## src/rtl/alu_pkg.sv

```systemverilog
// ---------------------------------------------------------------------------
// alu_pkg
// Shared constants for the ALU datapath blocks.
//   ALU_WIDTH  : default operand/result width
//   ALUFN_ADD  : alufn encoding selecting A+B
//   ALUFN_SUB  : alufn encoding selecting A-B
// ---------------------------------------------------------------------------
package alu_pkg;

   localparam int ALU_WIDTH = 16;

   localparam logic ALUFN_ADD = 1'b0;
   localparam logic ALUFN_SUB = 1'b1;

endpackage : alu_pkg

```

## src/rtl/full_adder.sv

```systemverilog
// ---------------------------------------------------------------------------
// full_adder
// One-bit full adder, the cell of the ripple-carry chain in adder_sub.
// Ports:
//   a, b  : input bits
//   cin   : carry in
//   s     : sum bit
//   cout  : carry out
// ---------------------------------------------------------------------------
module full_adder (
   input  logic a,
   input  logic b,
   input  logic cin,
   output logic s,
   output logic cout
);

   assign s    = a ^ b ^ cin;
   assign cout = (a & b) | (cin & (a ^ b));

endmodule : full_adder

```

## src/rtl/adder_sub.sv

```systemverilog
// ---------------------------------------------------------------------------
// adder_sub
// Registered two's-complement adder/subtractor with Z/V/N flags and carry
// out. One cycle of latency, a new operation accepted every clock.
// Ports:
//   clk     : system clock, rising edge
//   rst_n   : asynchronous active-low reset, clears all outputs
//   a, b    : operands (WIDTH bits)
//   alufn   : 0 = add (A+B), 1 = subtract (A-B)
//   result  : registered sum/difference modulo 2^WIDTH
//   w_cout  : registered carry out of the MSB (for subtract: 1 = no borrow)
//   z_out   : registered zero flag
//   v_out   : registered signed-overflow flag
//   n_out   : registered negative flag
// ---------------------------------------------------------------------------
module adder_sub
   import alu_pkg::*;
#(
   parameter int WIDTH = ALU_WIDTH
) (
   input  logic             clk,
   input  logic             rst_n,
   input  logic [WIDTH-1:0] a,
   input  logic [WIDTH-1:0] b,
   input  logic             alufn,
   output logic [WIDTH-1:0] result,
   output logic             w_cout,
   output logic             z_out,
   output logic             v_out,
   output logic             n_out
);

   logic             is_sub;
   logic [WIDTH-1:0] bx;
   logic [WIDTH-1:0] s;
   logic [WIDTH:0]   carry;
   logic             z;
   logic             v;
   logic             n;

   // Subtraction is A + ~B + 1: invert B and feed the +1 in as carry-in.
   assign is_sub   = (alufn == ALUFN_SUB);
   assign bx       = b ^ {WIDTH{is_sub}};
   assign carry[0] = is_sub;

   // Ripple-carry chain, one full adder per bit.
   genvar i;
   generate
      for (i = 0; i < WIDTH; i++) begin : g_ripple
         full_adder u_fa (
            .a    (a[i]),
            .b    (bx[i]),
            .cin  (carry[i]),
            .s    (s[i]),
            .cout (carry[i+1])
         );
      end
   endgenerate

   // Overflow uses the effective (possibly inverted) B operand: the adder
   // overflows when both addend signs agree and the sum sign differs.
   assign z = (s == '0);
   assign n = s[WIDTH-1];
   assign v = (a[WIDTH-1] & bx[WIDTH-1] & ~s[WIDTH-1]) |
              (~a[WIDTH-1] & ~bx[WIDTH-1] & s[WIDTH-1]);

   // Output register; reset discards any in-flight result immediately.
   always_ff @(posedge clk or negedge rst_n) begin
      if (!rst_n) begin
         result <= '0;
         w_cout <= 1'b0;
         z_out  <= 1'b0;
         v_out  <= 1'b0;
         n_out  <= 1'b0;
      end else begin
         result <= s;
         w_cout <= carry[WIDTH];
         z_out  <= z;
         v_out  <= v;
         n_out  <= n;
      end
   end

endmodule : adder_sub

```

## config.mk

```make
export PLATFORM = sky130hd
export DESIGN_NAME = adder_sub
export DESIGN_NICKNAME = d
export VERILOG_FILES = /design/src/rtl/alu_pkg.sv /design/src/rtl/full_adder.sv /design/src/rtl/adder_sub.sv
export SDC_FILE = /design/constraint.sdc
export NUM_CORES = 1
export LEC_CHECK = 0
export ABC_AREA = 0
export ABC_CLOCK_PERIOD_IN_PS = 800
export CAP_MARGIN = 20
export CORE_ASPECT_RATIO = 1.2
export CORE_UTILIZATION = 36
export CTS_CLUSTER_DIAMETER = 50
export DETAILED_ROUTE_END_ITERATION = 8
export PLACE_DENSITY_LB_ADDON = 0.25
export SYNTH_ARGS = -nofsm -noshare
export SYNTH_HDL_FRONTEND = slang
export SYNTH_SLANG_ARGS = --single-unit
export TNS_END_PERCENT = 30
```

## constraint.sdc

```tcl
create_clock -name clk -period 0.8 [get_ports clk]
set_clock_uncertainty 0.2 [all_clocks]
set_input_delay 0.08 -clock clk [delete_from_list [all_inputs] [get_ports clk]]
set_output_delay 0.08 -clock clk [all_outputs]
set_load 0.005 [all_outputs]
```

==> results <==
## per-layer routing
layer	global-route usage (%)	vias to the layer above	wire, um
met5	0	-	0
met2	28.44	33	1235
met4	6.908	0	0
met3	1.449	0	155
li1	-	381	-
met1	14.10	372	675
## cell type report
type	instances	share of cell area, %
sequential	19	26.99
tap	34	2.415
inverter	31	6.676
multi-input combinational	40	34.38
clock buffer	4	1.491
timing repair buffer	60	28.05
## Yosys cell counts, drive strengths merged
cell type and n:
nand4 3, buf 3, inv 30, nor4 1, mux2 1, dfrtp 19
clkinv 1, ha 2, fa 15, xor2 3, xnor2 13, mux2i 1
or4 1
## placed cells by master (no fill, tap or decap), types with 2 or more instances in the layout
cell	instances
buf_4	5
buf_6	2
clkbuf_2	21
clkbuf_4	3
clkdlybuf4s50_1	28
dfrtp_1	19
fa_2	15
ha_1	2
inv_1	14
inv_2	16
nand4_1	3
xnor2_1	11
xor2_1	3
## report_power, final
group	total [W]	switching (W)	internal [W]
sequential	0.00126	0.0000588	0.00120
clock	0.000423	0.000230	0.000193
combinational	0.00137	0.000616	0.000752
## through the flow
step	utilization (%)	area (sq um)	total power, W	hold WS [ns]
after global routing	60.95	1762	0.003319	-0.08490
final	60.95	1762	0.003052	-0.06684
after floorplan	-	1209	0.001919	-0.4156
after detailed placement	62.38	1803	0.002802	0.2306
after CTS	64.29	1858	0.003157	-0.07473
after global placement	62.38	1803	0.002766	0.2358
## cell families (layout without fill, tap and decap cells)
group | after synthesis | count (layout) | synth area share (%)
xor gates and xnor gates | 16 | 16 | 12.35
adders and majority gates | 17 | 17 | 28.67
buffers and inverters | 34 | 95 | 11.80
DFF | 19 | 19 | 41.90
muxes | 2 | 2 | 1.874
and+or+nand+nor | 5 | 5 | 3.418
## flip-flops by register name, summed over array words and instances, names as in the netlist
name    count
z_out       1
v_out       1
w_cout      1
result     15
n_out       1
## worst max-delay path, cell delays in order
cell,delay [ns]
buf_8,0.11
xnor2_4,0.13
fa_2,0.36
fa_2,0.34
fa_2,0.35
fa_2,0.35
fa_2,0.34
fa_2,0.34
fa_2,0.35
fa_2,0.35
fa_2,0.35
fa_2,0.35
fa_2,0.34
inv_2,0.06
fa_2,0.18
inv_2,0.04
fa_2,0.33
fa_2,0.54
clkinv_2,0.05
or4_4,0.52
nor4_4,0.13
## path summary, 6_finish.rpt
check                       endpoint  cells after the start  start  slack, ns
min in group clk           result[0]                      3   b[0]      -0.06
max in group asynchronous      n_out                      2  rst_n       0.35
worst max-delay path           z_out                     21  alufn      -5.21
worst min-delay path       result[2]                      2  rst_n      -0.07
## what timing repair did
action                                  4_1_cts  5_1_grt
cloned                                        0        0
endpoints found under the setup margin       39       38
buffers inserted                              1        0
pin swaps                                     2        1
resized for setup                            76       32
hold endpoints to repair                     20       20
==> metrics.md <==
| Metric | Value |
|---|---|
| Root Driver | clkbuf_4 |
| DRT Pass-1 Iters | 4 |
| DP HPWL | 1889 um |
| Status | finished with violations |
| P_leak | 0.8366 nW |
| Num ports | 55 |
| Avg WL per Cell | 10.98 um |
| Number of global-route vias before repair | 882 |
| FF/Latch Area | 475.5 sq um |
| Largest net degree at the start of global routing | 20 |
| First-pass GRT wire length | roughly 3500 um |
| CP Max Fanout | 3 |
| Die ar. | 0.003382 sq mm |
| Final hold vios | 20 |
| Critical Path End Type | register |
| CP Data Required Time | 0.79 ns |
| Peak supply drop | 0.0009865 V |
| PnR worst setup slack | -5.213 ns |
| Number of diodes | 0 |
| Post-Syn Area per Cell | 12.20 sq um |
| Core area | 0.002890 sq mm |
| Layout cells sized above 1 | 46.10% |
| Final period util | 751.6% |
| Hold WS | -0.06684 ns |
| Synth unique cells | 14 |
| Layout Cells excl Fill | 188 |
| CTS tree | done |
| CTS Buf Count | 3 |
| Top-area cell type share of the netlist area | a little over two fifths |
| Synth area leaders | dfrtp_1, fa_1, xnor2_1, inv_1, xor2_1 |
| Violations in the final reports | negative hold slack, negative setup slack |
| Slew Viols, Final | 0 |
| Initial Utilization | approximately 39% |
| Tmin final | 6.013 ns |
| Setup TNS | -58.03 ns |
| Die H | 63.51 um |
| Placed insts | between 150 and 200 |
| Global route total overflow | 0 |
| Drt total wl | 2065 um |
| Maximum clock path buffer count | 2 |
| Synth warn | 0 |
| Chip Width | roughly 53 um |
| Worst slack, placed | -6.096 ns |
| Area leader, netlist | dfrtp_1 |
| Worst min path class | primary input to async pin |
| Maxcap violations | 0 |
| # H-tree levels | 1 |
| Flops & latches, synth | 19 |
| Setup violators final | 38 |
| Starting DRT DRC Count | 19 |
| Post-Syn Area | 0.001135 sq mm |
| Clock transition at the registers of the reported paths | approximately 0.09 ns |
| Post-layout net count | 207 |
| Area occupied by multi-input gates | 605.6 sq um |
| Worst slew pin tran | around 0.25 ns |
| DR DRC count | 0 |
| Slew HR | 83.01% |
| Via count | 786 |
| Highest clock rate | 166.3 MHz |
| Vias/cell | ~4.2 |
| Clock Sinks | 19 |
| RSZ-0062 raised after global routing | true |
| Sequential area share after synthesis | 41.90% |
| Post-synthesis net count | 145 |
| Row cnt | 21 |
| Area Overhead vs Synth | 55.24% |
| Post-Syn Instances | slightly above 90 |
| IO buf count | between 50 and 60 |
| Initial antenna violation count | 0 |
| Placer Congestion | 0.7424 |
| Critical path arrival | 6.00 ns |
| Antenna-violating nets left | 0 |
| Filler Cells Inserted | between 200 and 250 |
| CP Launch Type | primary input |
| Worst Path Class, Setup | primary input to register |
| GRT Total Usage | 14.59% |
| PwrDens | 1733 mW/mm^2 |
No activity file was read; power rests on OpenSTA's default activity.
